$ cat config.mk
export PLATFORM = sky130hd
export DESIGN_NAME = bram_msg_reader
export DESIGN_NICKNAME = d
export VERILOG_FILES = /design/src/rtl/bram_msg_reader_pkg.sv /design/src/rtl/bram_msg_reader.sv
export SDC_FILE = /design/constraint.sdc
export NUM_CORES = 1
export LEC_CHECK = 0
export BUFFER_PORTS_ARGS = -buffer_cell sky130_fd_sc_hd__buf_2
export CAP_MARGIN = 0
export CORE_MARGIN = 5
export CORE_UTILIZATION = 49
export CTS_BUF_LIST = sky130_fd_sc_hd__clkbuf_4 sky130_fd_sc_hd__clkbuf_8 sky130_fd_sc_hd__clkbuf_16
export CTS_CLUSTER_DIAMETER = 80
export DETAILED_ROUTE_END_ITERATION = 10
export PLACE_DENSITY = 0.81
export SLEW_MARGIN = 20
export SYNTH_ARGS = -nofsm -noshare
export SYNTH_HDL_FRONTEND = slang
export SYNTH_SLANG_ARGS = --single-unit
$ cat constraint.sdc
create_clock -name clk -period 1.8 [get_ports clk]
set_input_delay 0.09 -clock clk [delete_from_list [all_inputs] [get_ports clk]]
set_output_delay 0.09 -clock clk [all_outputs]
set_load 0.01 [all_outputs]
$ cat src/rtl/bram_msg_reader_pkg.sv
// Shared types and constants for the character-ROM message reader.
package bram_msg_reader_pkg;

    localparam int ROM_AW = 11;
    localparam int ROM_DW = 8;
    localparam int CNT_W  = 12;

    localparam logic [ROM_DW-1:0] DEFAULT_TERMINATOR = 8'hFF;

    typedef enum logic [2:0] {
        ST_IDLE  = 3'd0,
        ST_FETCH = 3'd1,
        ST_LATCH = 3'd2,
        ST_SEND  = 3'd3,
        ST_DONE  = 3'd4
    } state_e;

endpackage

$ cat src/rtl/bram_msg_reader.sv
// Walks the character ROM from BASE_ADDR and streams each byte out over
// valid/ready until the terminator byte or the length cap is reached.
module bram_msg_reader
    import bram_msg_reader_pkg::*;
#(
    parameter logic [ROM_AW-1:0] BASE_ADDR  = 11'h000,
    parameter logic [CNT_W-1:0]  MAX_LEN    = 12'd2048,
    parameter logic [ROM_DW-1:0] TERMINATOR = DEFAULT_TERMINATOR,
    parameter logic              LOOP       = 1'b0
) (
    input  logic              clk,
    input  logic              reset,
    input  logic              start,
    output logic [ROM_AW-1:0] address,
    input  logic [ROM_DW-1:0] output_char,
    output logic [ROM_DW-1:0] char_out,
    output logic              char_valid,
    input  logic              char_ready,
    output logic              busy,
    output logic              done
);

    state_e              state_q, state_d;
    logic [ROM_AW-1:0]   address_q, address_d;
    logic [CNT_W-1:0]    count_q, count_d;
    logic [ROM_DW-1:0]   char_out_q, char_out_d;
    logic                char_valid_q, char_valid_d;
    logic                busy_q, busy_d;
    logic                done_q, done_d;

    // Register every output plus the FSM, address and emitted-character count.
    always_ff @(posedge clk) begin
        if (reset) begin
            state_q      <= ST_IDLE;
            address_q    <= BASE_ADDR;
            count_q      <= '0;
            char_out_q   <= '0;
            char_valid_q <= 1'b0;
            busy_q       <= 1'b0;
            done_q       <= 1'b0;
        end else begin
            state_q      <= state_d;
            address_q    <= address_d;
            count_q      <= count_d;
            char_out_q   <= char_out_d;
            char_valid_q <= char_valid_d;
            busy_q       <= busy_d;
            done_q       <= done_d;
        end
    end

    // Next-state logic: the ROM read is given one FETCH cycle to land, then the
    // byte is inspected in LATCH and either offered downstream or ends the pass.
    always_comb begin
        state_d      = state_q;
        address_d    = address_q;
        count_d      = count_q;
        char_out_d   = char_out_q;
        char_valid_d = char_valid_q;
        done_d       = 1'b0;

        case (state_q)
            ST_IDLE: begin
                address_d = BASE_ADDR;
                count_d   = '0;
                if (start) begin
                    state_d = ST_FETCH;
                end
            end
            ST_FETCH: begin
                state_d = ST_LATCH;
            end
            ST_LATCH: begin
                if ((output_char == TERMINATOR) || (count_q == MAX_LEN)) begin
                    state_d = ST_DONE;
                end else begin
                    char_out_d   = output_char;
                    char_valid_d = 1'b1;
                    state_d      = ST_SEND;
                end
            end
            ST_SEND: begin
                if (char_valid_q && char_ready) begin
                    char_valid_d = 1'b0;
                    address_d    = address_q + 1'b1;
                    count_d      = count_q + 1'b1;
                    state_d      = ST_FETCH;
                end
            end
            ST_DONE: begin
                done_d    = 1'b1;
                address_d = BASE_ADDR;
                count_d   = '0;
                state_d   = LOOP ? ST_FETCH : ST_IDLE;
            end
            default: begin
                state_d = ST_IDLE;
            end
        endcase

        busy_d = (state_d != ST_IDLE);
    end

    assign address    = address_q;
    assign char_out   = char_out_q;
    assign char_valid = char_valid_q;
    assign busy       = busy_q;
    assign done       = done_q;

endmodule

# Yosys cells after proc, flatten, opt, wreduce, memory -nomap -nowiden

Index checks and enable logic that the tools add are counted.

Muxes and demuxes: 12
Add/subtract/negate cells: 2
Bitwise logic cells: 1
Eq/ne operators: 8
Reductions and logical operators: 10

Operators with widths:

| operator                                            | count |
|---|---|
| one-hot mux 12 bit (2 select lines)                 | 1 |
| one-hot mux 11 bit (2 select lines)                 | 1 |
| adder 12 x 1 -> 12 bit, second input constant       | 1 |
| equality test 12 bit, second input constant         | 1 |
| 2-to-1 mux 12 bit                                   | 1 |
| one-hot mux 3 bit (4 select lines)                  | 1 |
| adder 11 x 1 -> 11 bit, second input constant       | 1 |
| 2-to-1 mux 11 bit                                   | 1 |
| 2-to-1 mux 3 bit                                    | 3 |
| equality test 8 bit, second input constant          | 1 |
| equality test 3 x 2 -> 1 bit, second input constant | 2 |
| inequality test 2 bit, second input constant        | 2 |
| AND reduction 2 bit                                 | 2 |
| nonzero test 2 bit                                  | 2 |
| equality test 3 x 1 -> 1 bit, second input constant | 1 |
| equality test 3 bit, second input constant          | 1 |
| logical NOT 3 bit                                   | 1 |
| 2-to-1 mux 1 bit                                    | 3 |
| AND reduction 3 bit                                 | 1 |
| nonzero test 3 bit                                  | 1 |
| one-hot mux 1 bit (2 select lines)                  | 1 |
| OR reduction 2 bit                                  | 1 |
| logical AND 1 bit                                   | 1 |
| logical OR 1 bit                                    | 1 |
| inverter 1 bit                                      | 1 |

Register bits: 37
Output and inout bits: 22

# Depth between registers and ports, before layout

Word-level depth: 5
Mapped depth: 6
Depth with buffers taken out: 6

# Worst setup path before layout

No wires, ideal clock.

Path type: register -> register
Start: register count_q[0]
End: register char_out_q[0], in the netlist char_out[0]
Stages on the path, launching flop included: 7
Slack: 0.072 ns
Setup time: 0.072 ns
Arrival: 1.656 ns
Cells stage by stage: dfxtp_1 > inv_1 > ha_1 > nor4bb_1 > and3_4 > nor4_4 > mux2i_1

Word-level cells in the longest chain between the ends: 4

RTL lines:

| element                       | RTL line              | text |
|---|---|---|
| start: declaration            | bram_msg_reader.sv:25 | `logic [CNT_W-1:0] count_q, count_d;` |
| start signal: assignment      | bram_msg_reader.sv:44 | `count_q <= count_d;` |
| equality test 12 bit          | bram_msg_reader.sv:74 | `if ((output_char == TERMINATOR) \|\| (count_q == MAX_LEN)) begin` |
| logical OR 1 bit              | bram_msg_reader.sv:74 |  |
| inverter 1 bit (no line)      | -                     |  |
| AND reduction 2 bit (no line) | -                     |  |
| end signal: assignment        | bram_msg_reader.sv:45 | `char_out_q <= char_out_d;` |
| end: declaration              | bram_msg_reader.sv:26 | `logic [ROM_DW-1:0] char_out_q, char_out_d;` |

No other way between the ends.
A chain may end at the register's enable or synchronous reset.

# Final worst setup path

Start: register count_q[1]
End: register state_q[0]

Word-level cells in the longest chain between the ends: 4

RTL lines:

| element                            | RTL line              | text |
|---|---|---|
| equality test 12 bit               | bram_msg_reader.sv:74 |  |
| logical OR 1 bit                   | bram_msg_reader.sv:74 |  |
| 2-to-1 mux 3 bit                   | bram_msg_reader.sv:74 |  |
| one-hot mux 3 bit (4 select lines) | bram_msg_reader.sv:62 | `case (state_q)` |
| end signal: assignment             | bram_msg_reader.sv:42 | `state_q <= state_d;` |
| end: declaration                   | bram_msg_reader.sv:23 | `state_e state_q, state_d;` |

No other way between the ends.

==> results.sh <==
export IMPL_status="complete, no violations"
export IMPL_vdd_drop_max_mv=0.457
export IMPL_tightest_slew_ns=0.689
export IMPL_critical_path_class="reg -> reg"
export IMPL_cts_tree="yes"
export IMPL_dpl_instance_area_mm2=0.00215
export IMPL_grt_total_usage_pct=17.2
export IMPL_portBuffers=33
export IMPL_synth_nets=221
export IMPL_post_route_cell_area_mm2=0.00224
export IMPL_gp_congestion=0.808
export IMPL_cp_start_kind="register"
export IMPL_cts_sinks=37
export IMPL_drtPass1Iterations=4
export IMPL_drc=0
export IMPL_cts_root_buf="clkbuf_8"
export IMPL_synth_edf_count=0
export IMPL_core_mm2=0.00363
export IMPL_syn2layout_area_growth_pct=22.2
export IMPL_syn_cell_area_mm2=0.00183
export IMPL_hp_class="in -> reg"
export IMPL_fp_row_count=22
export IMPL_yosys_warnings=0
export IMPL_worst_slack_ns=0.0978
export IMPL_synthMostInstantiatedCell="dfxtp_1"
export IMPL_cts_setup_buffers=0
export IMPL_die_area_mm2=0.00507
export IMPL_start_util_pct=50.5
export IMPL_async_flop_share_pct=0
export IMPL_setup_violations=0
export IMPL_rsz0062_at_grt="no"
export IMPL_final_setup_skew_ns=0.00822
export IMPL_syn_inst=206
export IMPL_slew_headroom_pct=54.1
export IMPL_via_per_inst=5.54
export IMPL_wl_um=4190
export IMPL_cp_arrival_ns=1.90
export IMPL_dp_hpwl_um=3020
export IMPL_p_leak_nw=0.925
export IMPL_grt_max_degree=23
export IMPL_ys_top_cells_by_area="dfxtp_1, nand2b_1, mux2i_1"
export IMPL_postRouteAntennaNets=0
export IMPL_synthTopCellsByCount="dfxtp_1, nand2b_1, nand2_1"
export IMPL_place_ws_ns=0.0602
export IMPL_drtIter0Drc=191
export IMPL_post_route_min_period_ns=1.70
export IMPL_grt_pass1_vias=1624
export IMPL_dp_cells=294
export IMPL_synth_top_cell_area_share_pct=40.4
export IMPL_n_antenna_cell=0
export IMPL_fin_cells=301
export IMPL_synthDistinctLibCells=46
export IMPL_dieHeight_um=71.2
export IMPL_maxCapViolCount=0
export IMPL_nFillCells=308
export IMPL_worstSetupEndpointType="register"
export IMPL_ys_ff_latch=37
export IMPL_required_ns=2.00
export IMPL_fin_util_pct=61.7
export IMPL_vias=1667
export IMPL_finalCritPeriodShare_pct=94.6
export IMPL_finalSetupTns_ns=0
export IMPL_ys_seq_area_share_pct=40.4
export IMPL_finalNetCount=268
export IMPL_num_io_pins=34
export IMPL_grt_pass1_wl_um=7200
export IMPL_clk_pin_slew_ns=0.07
export IMPL_avgSynthCellArea_um2=8.90
export IMPL_crit_fanout=4
export IMPL_slew_viol_final=0
export IMPL_overflow=0
export IMPL_yosys_most_used_dff="dfxtp_1"
export IMPL_clk_latency_ns=0.28
export IMPL_cts_max_level=2
export IMPL_finalHoldViolations=0
export IMPL_yosysTopAreaCell="dfxtp_1"
export IMPL_clk_path_buf_depth=2
export IMPL_powerDensity_mw_per_mm2=757
export IMPL_antenna_found_initial=0
export IMPL_drive_above_1_share_pct=27.3
export IMPL_die_x_um=71.2
export IMPL_numCtsBuffers=5
export IMPL_wl_per_cell_um=13.9
export IMPL_fmax_mhz=587
layout make-up:
class / instances / area (um^2) / area share, %
Multi-Input combinational cell: 155 / 1030 / 45.9
Timing Repair Buffer: 50 / 305 / 13.6
Inverter: 4 / 15.0 / 0.670
Sequential cell: 37 / 742 / 33.1
Tap cell: 48 / 60.1 / 2.68
Clock buffer: 7 / 90.1 / 4.02
worst paths after layout:
check                  from     endpoint  slack (ns)  cells past startpoint
min          output_char[7]  char_out[7]        0.08                      3
max reg2reg      count_q[1]   state_q[0]         0.1                      6
min reg2reg     count_q[11]  count_q[11]        0.47                      2
max              count_q[1]   state_q[0]         0.1                      6
cells by family after synthesis:
family                   share of synthesized area (%)
AND/OR/NAND/NOR                                   30.5
XOR/XNOR                                          2.39
AO/OA/AOI/OAI                                     15.8
adder cells (fa/ha/maj)                           2.05
multiplexers                                      5.46
flip-flops                                        40.4
buffers and inverters                             3.48
registers in the layout, indices dropped and copies added (netlist names):
register and cells:
address 11, busy 1, char_out 8, char_valid 1, count_q 12, done 1
state_q 3
what timing repair did:
action,4_1_cts,5_1_grt
hold buffers,0,0
resized for setup,0,2
setup endpoints to repair,0,2
stage by stage:
| step | power [mW] | hold slack (ns) |
|---|---|---|
| finish | 1.70 | 0.0805 |
| global route | 1.78 | 0.0868 |
| CTS | 1.71 | 0.0744 |
| detailed placement | 1.13 | 0.370 |
| global placement | 1.13 | 0.366 |
| floorplan | 1.03 | 0.245 |
worst max-delay path, cell delays in order, from the launching register on:
cell	delay (ns)
dfxtp_2	0.36
inv_2	0.05
ha_1	0.16
nor4bb_1	0.14
and3_4	0.19
or4_4	0.52
a311oi_2	0.20
where the power goes:
group,total [mW],switching [mW],internal [mW]
Combinational,0.257,0.137,0.120
Sequential,0.857,0.0155,0.841
Clock,0.584,0.266,0.319
cell usage in the layout (no fill, tap or decap), types with 2 or more instances in the layout:
cell type,Yosys,layout
a21oi_1,15,15
a31o_1,3,3
a31oi_1,4,4
a41o_1,4,4
and3_1,2,2
and4_1,2,2
buf_2,6,33
buf_4,1,16
clkbuf_8,0,6
dfxtp_1,37,36
ha_1,3,3
inv_1,4,3
mux2i_1,10,10
nand2_1,17,17
nand2b_1,19,19
nand3_1,8,8
nand4_1,5,5
nor2_1,16,16
nor3_1,4,4
nor4_1,2,2
o21ai_0,5,5
o31ai_1,3,3
or3_1,3,3
or4_1,4,4
xnor2_1,5,5
per-layer routing:
metal	vias to the layer above	routed length, um	global-route usage [%]
li1	848	-	-
met1	773	1920	22.4
met2	41	2040	28.1
met3	5	170	3.55
met4	0	58	6.26
met5	-	0	0
(Power assumes the default switching activity.)
